==> config.mk <==
export PLATFORM = sky130hd
export DESIGN_NAME = result_collector_flat
export DESIGN_NICKNAME = d
export VERILOG_FILES = /design/src/rtl/result_collector_if.sv /design/src/rtl/result_collector.sv /design/src/flat_wrapper.sv
export SDC_FILE = /design/constraint.sdc
export NUM_CORES = 1
export LEC_CHECK = 0
export CAP_MARGIN = 10
export CORE_MARGIN = 4
export CORE_UTILIZATION = 45
export CTS_CLUSTER_DIAMETER = 40
export DETAILED_ROUTE_END_ITERATION = 16
export MAX_ROUTING_LAYER = met4
export PLACE_DENSITY = 0.68
export SKIP_LAST_GASP = 1
export SYNTH_ARGS = -nofsm -noshare
export SYNTH_HDL_FRONTEND = slang
export SYNTH_SLANG_ARGS = --single-unit
==> constraint.sdc <==
create_clock -name clk -period 3.5 [get_ports clk]
set_input_delay 0.7 -clock clk [delete_from_list [all_inputs] [get_ports clk]]
set_output_delay 0.7 -clock clk [all_outputs]
set_load 0.05 [all_outputs]
==> src/rtl/result_collector_if.sv <==
// -----------------------------------------------------------------------------
// result_collector_if
//
// Bundles the accumulator result write port, the clear pulse and the drain
// stream of result_collector into one interface.
//
//   write_data  : result write strobe, one row result per asserted cycle
//   addr_data   : row index of the write
//   data        : row result
//   clear       : one-cycle flush pulse (valid bits, counters, FSM)
//   out_valid   : drain stream data valid
//   out_ready   : drain stream consumer ready
//   out_row     : row index of out_data
//   out_data    : row result
//   out_last    : marks the final row beat
//   done        : set once the final beat has been accepted
//   err         : sticky protocol error flag
//
// Modports:
//   master : accumulator / host side (drives writes, clear and out_ready)
//   slave  : result_collector side
// -----------------------------------------------------------------------------
interface result_collector_if #(
  parameter int row_id_size      = 4,
  parameter int accumulator_size = 32
);

  logic                        write_data;
  logic [row_id_size-1:0]      addr_data;
  logic [accumulator_size-1:0] data;
  logic                        clear;

  logic                        out_valid;
  logic                        out_ready;
  logic [row_id_size-1:0]      out_row;
  logic [accumulator_size-1:0] out_data;
  logic                        out_last;
  logic                        done;
  logic                        err;

  modport master (
    output write_data, addr_data, data, clear, out_ready,
    input  out_valid, out_row, out_data, out_last, done, err
  );

  modport slave (
    input  write_data, addr_data, data, clear, out_ready,
    output out_valid, out_row, out_data, out_last, done, err
  );

endinterface

==> src/rtl/result_collector.sv <==
// -----------------------------------------------------------------------------
// result_collector
//
// Last stage of the SpMV datapath. Captures the per-row dot products emitted
// by the CISR accumulator into a row-indexed buffer and, once every row
// 0..row_num-1 has been seen, streams them out in ascending row order over a
// valid/ready interface.
//
// Ports:
//   clk  : clock
//   rst  : synchronous active-high reset
//   bus  : result_collector_if.slave
//            write_data/addr_data/data : accumulator result write port
//            clear                     : flush pulse, returns to COLLECT
//            out_valid/out_ready/out_row/out_data/out_last : drain stream
//            done                      : high after the final beat is taken
//            err                       : sticky protocol error
//
// Parameters:
//   row_id_size      : width of the row address
//   accumulator_size : width of each result
//   row_num          : rows to collect (1 .. 2**row_id_size)
//
// Build option:
//   RESULT_ACCUMULATE_EN : when defined, a repeated write to an already
//   captured row is added to the stored value (partial sums of split rows)
//   instead of overwriting it and flagging an error.
// -----------------------------------------------------------------------------
module result_collector #(
  parameter int row_id_size      = 4,
  parameter int accumulator_size = 32,
  parameter int row_num          = 16
) (
  input logic              clk,
  input logic              rst,
  result_collector_if.slave bus
);

  localparam int depth = 1 << row_id_size;

  // Row counts need one extra bit so that row_num == 2**row_id_size fits.
  localparam logic [row_id_size:0] row_limit = (row_id_size + 1)'(row_num);
  localparam logic [row_id_size:0] last_row  = (row_id_size + 1)'(row_num - 1);
  localparam logic [row_id_size:0] one_cnt   = (row_id_size + 1)'(1);

`ifdef RESULT_ACCUMULATE_EN
  localparam bit accumulate_en = 1'b1;
`else
  localparam bit accumulate_en = 1'b0;
`endif

  typedef enum logic [1:0] {
    COLLECT = 2'd0,
    DRAIN   = 2'd1,
    DONE    = 2'd2
  } state_t;

  state_t state_reg, state_next;

  // Result buffer. Contents are never reset; the valid bits say what is live.
  logic [accumulator_size-1:0] mem [depth];

  logic [depth-1:0]            valid_reg;
  logic [depth-1:0]            row_hit;
  logic [row_id_size:0]        rows_seen_reg;
  logic [row_id_size:0]        rd_ptr_reg;
  logic                        err_reg;

  logic                        out_valid_reg;
  logic [row_id_size-1:0]      out_row_reg;
  logic [accumulator_size-1:0] out_data_reg;
  logic                        out_last_reg;

  logic wr_in_range;
  logic wr_dup;
  logic wr_accept;
  logic wr_error;
  logic beat_accept;
  logic final_accept;
  logic load_beat;

  // ---------------------------------------------------------------------------
  // Write-side decode
  // ---------------------------------------------------------------------------

  // One-hot decode of the write address, used both to set the valid bit and
  // to look up whether the addressed row has already been captured.
  for (genvar gi = 0; gi < depth; gi++) begin : g_row_hit
    assign row_hit[gi] = (bus.addr_data == row_id_size'(gi));
  end

  assign wr_in_range = ({1'b0, bus.addr_data} < row_limit);
  assign wr_dup      = |(valid_reg & row_hit);

  // clear wins over a coincident write: the write is simply dropped.
  assign wr_accept = bus.write_data && !bus.clear &&
                     (state_reg == COLLECT) && wr_in_range;

  always_comb begin
    wr_error = 1'b0;
    if (bus.write_data && !bus.clear) begin
      if (state_reg != COLLECT) begin
        wr_error = 1'b1;
      end else if (!wr_in_range) begin
        wr_error = 1'b1;
      end else if (wr_dup && !accumulate_en) begin
        wr_error = 1'b1;
      end
    end
  end

  // ---------------------------------------------------------------------------
  // Buffer write port. In accumulate builds a repeated row is a
  // read-modify-write of the stored value (wraps modulo 2**accumulator_size).
  // ---------------------------------------------------------------------------
  always_ff @(posedge clk) begin
    if (!rst && wr_accept) begin
      if (accumulate_en && wr_dup) begin
        mem[bus.addr_data] <= mem[bus.addr_data] + bus.data;
      end else begin
        mem[bus.addr_data] <= bus.data;
      end
    end
  end

  // Valid bits and distinct-row counter. Only the first write to a row counts
  // towards completion, whatever the build option.
  always_ff @(posedge clk) begin
    if (rst || bus.clear) begin
      valid_reg     <= '0;
      rows_seen_reg <= '0;
    end else if (wr_accept && !wr_dup) begin
      valid_reg     <= valid_reg | row_hit;
      rows_seen_reg <= rows_seen_reg + one_cnt;
    end
  end

  // Sticky error; survives clear, only rst removes it.
  always_ff @(posedge clk) begin
    if (rst) begin
      err_reg <= 1'b0;
    end else if (wr_error) begin
      err_reg <= 1'b1;
    end
  end

  // ---------------------------------------------------------------------------
  // Drain stream
  // ---------------------------------------------------------------------------
  assign beat_accept  = out_valid_reg && bus.out_ready;
  assign final_accept = beat_accept && out_last_reg;

  // The output register is refilled whenever it is empty or being emptied this
  // cycle. rd_ptr_reg always holds the address of the next row to present, so
  // the registered buffer read lands exactly when the current beat leaves and
  // back-to-back beats need no bubble.
  assign load_beat = (state_reg == DRAIN) &&
                     (!out_valid_reg || bus.out_ready) &&
                     !final_accept &&
                     (rd_ptr_reg < row_limit);

  always_ff @(posedge clk) begin
    if (rst || bus.clear) begin
      out_valid_reg <= 1'b0;
      out_row_reg   <= '0;
      out_data_reg  <= '0;
      out_last_reg  <= 1'b0;
      rd_ptr_reg    <= '0;
    end else if (final_accept) begin
      out_valid_reg <= 1'b0;
    end else if (load_beat) begin
      out_valid_reg <= 1'b1;
      out_row_reg   <= rd_ptr_reg[row_id_size-1:0];
      out_data_reg  <= mem[rd_ptr_reg[row_id_size-1:0]];
      out_last_reg  <= (rd_ptr_reg == last_row);
      rd_ptr_reg    <= rd_ptr_reg + one_cnt;
    end
  end

  // ---------------------------------------------------------------------------
  // Control FSM
  // ---------------------------------------------------------------------------
  always_ff @(posedge clk) begin
    if (rst) begin
      state_reg <= COLLECT;
    end else begin
      state_reg <= state_next;
    end
  end

  always_comb begin
    state_next = state_reg;
    case (state_reg)
      // The write that completes the set is stored first; the counter is
      // seen full one cycle later, which is when draining starts.
      COLLECT: if (rows_seen_reg == row_limit) state_next = DRAIN;
      DRAIN:   if (final_accept)               state_next = DONE;
      DONE:    state_next = DONE;
      default: state_next = COLLECT;
    endcase
    if (bus.clear) begin
      state_next = COLLECT;
    end
  end

  // ---------------------------------------------------------------------------
  // Outputs
  // ---------------------------------------------------------------------------
  assign bus.out_valid = out_valid_reg;
  assign bus.out_row   = out_row_reg;
  assign bus.out_data  = out_data_reg;
  assign bus.out_last  = out_last_reg;
  assign bus.done      = (state_reg == DONE);
  assign bus.err       = err_reg;

endmodule

==> src/flat_wrapper.sv <==
// flat-port wrapper written by rule: the top's interface ports become plain ports
module result_collector_flat 
#(
  parameter int row_id_size      = 4,
  parameter int accumulator_size = 32,
  parameter int row_num          = 16
)
  (clk, rst, bus_write_data, bus_addr_data, bus_data, bus_clear, bus_out_ready, bus_out_valid, bus_out_row, bus_out_data, bus_out_last, bus_done, bus_err);
  result_collector_if #(.row_id_size(row_id_size), .accumulator_size(accumulator_size)) bus_i ();
  input logic clk;
  input logic rst;
  input wire logic [$bits(bus_i.write_data)-1:0] bus_write_data;
  input wire logic [$bits(bus_i.addr_data)-1:0] bus_addr_data;
  input wire logic [$bits(bus_i.data)-1:0] bus_data;
  input wire logic [$bits(bus_i.clear)-1:0] bus_clear;
  input wire logic [$bits(bus_i.out_ready)-1:0] bus_out_ready;
  output wire logic [$bits(bus_i.out_valid)-1:0] bus_out_valid;
  output wire logic [$bits(bus_i.out_row)-1:0] bus_out_row;
  output wire logic [$bits(bus_i.out_data)-1:0] bus_out_data;
  output wire logic [$bits(bus_i.out_last)-1:0] bus_out_last;
  output wire logic [$bits(bus_i.done)-1:0] bus_done;
  output wire logic [$bits(bus_i.err)-1:0] bus_err;
  assign bus_i.write_data = bus_write_data;
  assign bus_i.addr_data = bus_addr_data;
  assign bus_i.data = bus_data;
  assign bus_i.clear = bus_clear;
  assign bus_i.out_ready = bus_out_ready;
  assign bus_out_valid = bus_i.out_valid;
  assign bus_out_row = bus_i.out_row;
  assign bus_out_data = bus_i.out_data;
  assign bus_out_last = bus_i.out_last;
  assign bus_done = bus_i.done;
  assign bus_err = bus_i.err;
  result_collector #(.row_id_size(row_id_size), .accumulator_size(accumulator_size), .row_num(row_num)) u_core (.clk(clk), .rst(rst), .bus(bus_i));
endmodule
**Yosys cells after proc, flatten, opt, wreduce, memory -nomap -nowiden**

Memory sizes are Yosys's and may differ from the RTL's. A register that Yosys moved wholly into a read port is not among the register bits.
Index checks and enable logic that the tools add are counted.

- Memory bits (writable): 512
- Latch bits: 0
- Input bits: 41
- Output and inout port bits: 40
- ROM bits: 0
- Memories: 1
- Flip-flop bits (word level): 35

Memories:

| name | words | width | rd ports | clocked after Yosys merged registers in | wr ports | line | RTL |
|---|---|---|---|---|---|---|---|
| u_core.mem | 16 | 32 | 1 | 1 | 1 | result_collector.sv:61 | `logic [accumulator_size-1:0] mem [depth];` |

- Shift-type cells: 0
- Reduce and logical (&&, ||, !) cells: 24
- Multiplexer cells: 8
- Bitwise logic cells: 3
- Div/mod/pow operators: 0
- Multipliers: 0
- $add $sub $neg: 2
- Order comparisons: 1
- Equal/unequal tests: 21

Operators with widths:

| kind | count |
|---|---|
| equality test 4 bit, second input constant | 8 |
| AND 16 bit | 1 |
| equality test 4 x 3 -> 1 bit, second input constant | 4 |
| OR 16 bit | 1 |
| OR reduction 16 bit | 1 |
| adder 5 x 1 -> 5 bit, second input constant | 2 |
| logical AND 1 bit | 9 |
| equality test 4 x 2 -> 1 bit, second input constant | 2 |
| one-hot mux 2 bit (3 select lines) | 1 |
| equality test 5 x 4 -> 1 bit, second input constant | 1 |
| equality test 5 bit, second input constant | 1 |
| zero test 1 bit | 5 |
| < comparator 5 bit, second input constant | 1 |
| two-way mux 1 bit | 5 |
| equality test 4 x 1 -> 1 bit, second input constant | 1 |
| zero test 4 bit | 1 |
| two-way mux 2 bit | 2 |
| AND reduction 2 bit | 2 |
| OR reduction 2 bit | 2 |
| equality test 2 x 1 -> 1 bit, second input constant | 1 |
| equality test 2 bit, second input constant | 1 |
| zero test 2 bit | 1 |
| logical OR 1 bit | 2 |
| != test 2 x 1 -> 1 bit, second input constant | 1 |
| other kinds (3) | 3 |

**Logic depth before layout (Yosys ltp)**

- Depth after elaboration: 6
- Mapped depth: 8

**Worst setup path before layout**

Ideal clock, no wire load.

- Kind: in2reg
- Start point: input bus_clear
- End point: memory u_core.mem[6][0], enable pin
- Stages on the path: 4
- Data required time: 3079 ps
- Data arrival time: 2549 ps
- Slack: 530 ps
- Library setup time: 421 ps
- Path through: nor2_1 > and3_1 > nand2_1 > nor2_1

- Longest elaborated chain between the ends: 6

Ends and longest elaborated chain:

| item | line | RTL |
|---|---|---|
| start, declared | flat_wrapper.sv:15 | `input wire logic [$bits(bus_i.clear)-1:0] bus_clear;` |
| zero test 1 bit | result_collector.sv:96 | `assign wr_accept = bus.write_data && !bus.clear &&` |
| logical AND 1 bit (2 in a row) | result_collector.sv:96 |  |
| logical AND 1 bit | result_collector.sv:117 | `if (!rst && wr_accept) begin` |
| two-way mux 1 bit | result_collector.sv:117 |  |
| two-way mux 1 bit (not written as such) | result_collector.sv:121 | `mem[bus.addr_data] <= bus.data;` |
| end, declared | result_collector.sv:61 |  |

No other way between the ends.

**Worst setup path after layout**

- Start point: register u_core.state_reg[0]
- End point: output bus_done

- Longest elaborated chain between the ends: 1

Ends and longest elaborated chain:

| item | line | RTL |
|---|---|---|
| start, declared | result_collector.sv:58 | `state_t state_reg, state_next;` |
| start signal, assigned | result_collector.sv:187 | `state_reg <= state_next;` |
| equality test 2 bit | result_collector.sv:213 | `assign bus.done = (state_reg == DONE);` |
| end, declared | flat_wrapper.sv:21 | `output wire logic [$bits(bus_i.done)-1:0] bus_done;` |

No other way between the ends.

==> impl_metrics.csv <==
group,metric,value,unit
clock_network,path_clk_slew,50,ps
clock_network,cts-root-buf,"clkbuf_16",
yosys,syn_avg_cell_area,20.84,µm²
clock_network,cts_tree,"yes",
global_route,grt_pass1_wl,71300,µm
global_route,busiest_layer,"met2",
place,place_congestion,0.7402,
clock_network,cts.sinks,579,
pwr,p_sw_share,19.35,%
yosys,syn_nets,1102,
timing,hold_slack,452.2,ps
clock_network,cts_buffer_depth,3,
setup_path,cp.arrival,1910,ps
run,drv_cap,0,
global_route,use_met2,29.33,%
yosys,seq_area_frac_synth,76.10,%
status,outcome,"finished, final reports clean",
yosys,ys_ff_latch,579,
timing,slew_headroom,37.10,%
timing,fin_crit_sh,74.67,%
yosys,synth_flop_cell,"edfxtp_1",
floorplanning,fp-row-count,80,
final_layout,syn2layout_area_growth,19.99,%
final_layout,largest_register_ffs,512,
place,post_dp_cell_area,0.02402,mm²
yosys,synth_xor_area_share,0.1196,%
global_route,use_met1,25.40,%
yosys,synth-compound-area-share,2.597,%
timing,setup_tns,0,ps
global_route,use_met3,3.988,%
floorplanning,dieWidth,228.9,µm
setup_path,end_kind,"primary output",
pwr,p_sw,2.897,mW
yosys,synth_top_family_by_area,"multiplexers",
yosys,synthArstFlopShare,0,%
clock_network,cts_setup_buffers,0,
clock_network,holdBufCountCts,0,
timing,setup_viol,0,
yosys,synth_cells,1054,
global_route,grt_antenna_before_repair,1,
pwr,peakVddDrop,0.3476,mV
yosys,synth_edf_count,512,
timing,tightest_slew,943.4,ps
detailed_routing,via_per_inst,5.759,
floorplanning,core_area,0.04795,mm²
pwr,combPwrFrac,1.6,%
setup_path,cp_data_required_time,2800,ps
clock_network,clock_latency,590,ps
floorplanning,die_h,228.9,µm
timing,rsz0062_at_grt,"no",
pwr,report.power.total,14.97,mW
final_layout,layout_common_cells,"edfxtp_1, mux4_2, nand2_1",
setup_path,critPathMaxFanout,3,
min_path,hp-class,"flip-flop to flip-flop",
yosys,synth-warning-count,0,
setup_path,worst-setup-path-type,"flip-flop to primary output",
final_layout,stdcell_area,0.02636,mm²
detailed_routing,drc,0,
final_layout,final_common_cell,"edfxtp_1",
setup_path,start_kind,"flip-flop",
pwr,clock_power_share,48.0,%
final_layout,num-fill-cells,3567,
yosys,synth_fa_ha_area_share,0.3987,%
yosys,synthMuxAreaShare,16.45,%
pwr,power.internal,12.08,mW
timing,fin_skew,22.92,ps
pwr,seqPwrFrac,50.4,%
floorplanning,initial_core_util,45.81,%
place,dpl.hpwl,26680,µm
place,numPortBuffers,80,
detailed_routing,dr.pass1.iters,5,
pwr,power_density,568.0,mW/mm²
global_route,grt_pass1_vias,11240,
floorplanning,io_pins,81,
clock_network,numCtsBuffers,70,
yosys,synthSimpleGateAreaFrac,3.116,%
timing,fmax,0.3826,GHz
yosys,ys_types,38,
timing,fin_crit,2614,ps
global_route,grt_usage,18.67,%
detailed_routing,drt_wl_total,46960,µm
timing,finalMaxSlewViolations,0,
timing,hold_viol,0,
pwr,p_leak,8.018,nW
clock_network,htree_levels,3,
detailed_routing,ant_nets,0,
floorplanning,dieArea,0.05241,mm²
detailed_routing,wl_per_cell,25.11,µm
global_route,overflow,0,
final_layout,drive_gt1_share,26.95,%
clock_network,postCtsResizedCells,0,
final_layout,nNetsFinal,1246,
detailed_routing,vias,10770,
final_layout,final_util,54.97,%
yosys,syn-cell-area,0.02197,mm²
detailed_routing,drt_iter0_drc,1038,
global_route,grt_max_degree,52,
[kinds of logic after synthesis]
logic type	after synthesis
flip-flops	579
multiplexers	161
AND/OR/NAND/NOR	158
AO/OA/AOI/OAI	83
buffers and inverters	63
adder cells (fa/ha/maj)	7
XOR/XNOR	3
[area by class of cell]
| type | instances | area, µm² | share of cell area, % |
|---|---|---|---|
| antenna | 1 | 2.502 | 0.009494 |
| sequential | 579 | 16730 | 63.46 |
| timing repair buffer | 128 | 1386 | 5.260 |
| inverter | 7 | 26.28 | 0.09969 |
| tap | 615 | 769.5 | 2.919 |
| clock inverter | 31 | 416.7 | 1.581 |
| clock buffer | 97 | 1916 | 7.268 |
| multi-input combinational | 412 | 5115 | 19.41 |
[power by group through the flow]
| stage | combinational [mW] | sequential, mW | clock, mW |
|---|---|---|---|
| finish | 0.238 | 7.55 | 7.19 |
| global route | 0.260 | 7.54 | 7.68 |
| global placement | 0.229 | 7.69 | 0 |
| floorplan | 0.0692 | 7.69 | 0 |
| detailed placement | 0.239 | 7.69 | 0 |
| CTS | 0.239 | 7.54 | 7.34 |
[Yosys cell counts (all sizes together), types with 2 or more instances]
cell type	n	area share [%]
a22oi	2	0.068
ha	7	0.40
a21oi	46	1.0
dfxtp	67	6.1
inv	7	0.12
edfxtp	512	70
nor2b	8	0.23
nand2b	5	0.14
a21o	2	0.068
nand2	88	1.5
mux4	160	16
xor2	2	0.080
or2	2	0.057
o21ai	4	0.091
nand4	2	0.057
and2	6	0.17
nand3	6	0.14
o31ai	3	0.10
a32o	16	0.73
buf	29	0.64
a221oi	4	0.16
or4	3	0.10
clkbuf	27	0.46
a31o	2	0.080
nor2	35	0.61
and3	2	0.057
[worst paths after layout]
kind                                                           start  slack [ps]  depth (start not counted)                                   end
worst max register to register     u_core.rd_ptr_reg[0]$_SDFFE_PP0P_        1010                          5   u_core.bus.out_data[9]$_SDFFE_PP0P_
worst max-delay path                u_core.state_reg[0]$_SDFFE_PP0P_         890                          3                              bus_done
worst min-delay path            u_core.bus.out_data[11]$_SDFFE_PP0P_         450                          2  u_core.bus.out_data[11]$_SDFFE_PP0P_
worst min register to register  u_core.bus.out_data[11]$_SDFFE_PP0P_         450                          2  u_core.bus.out_data[11]$_SDFFE_PP0P_
[layer usage]
metal	up-vias	wire length, µm
met1	5647	19710
met5	-	0
met2	405	23310
met3	77	3119
li1	4641	-
met4	0	820
[per-stage QoR]
stage          worst slack (ps)  std cells
2_1_floorplan             530.3       1054
3_3_place_gp              537.9       1741
3_5_place_dp              410.0       1741
4_1_cts                   853.5       1869
5_1_grt                   767.6       1870
6_report                  886.5       1870
[critical path: stages (launching register included)]
cell	delay, ps
dfxtp_1	310
inv_1	90
ha_1	140
clkdlybuf4s50_1	800
No activity file was read; power rests on OpenSTA's default activity.
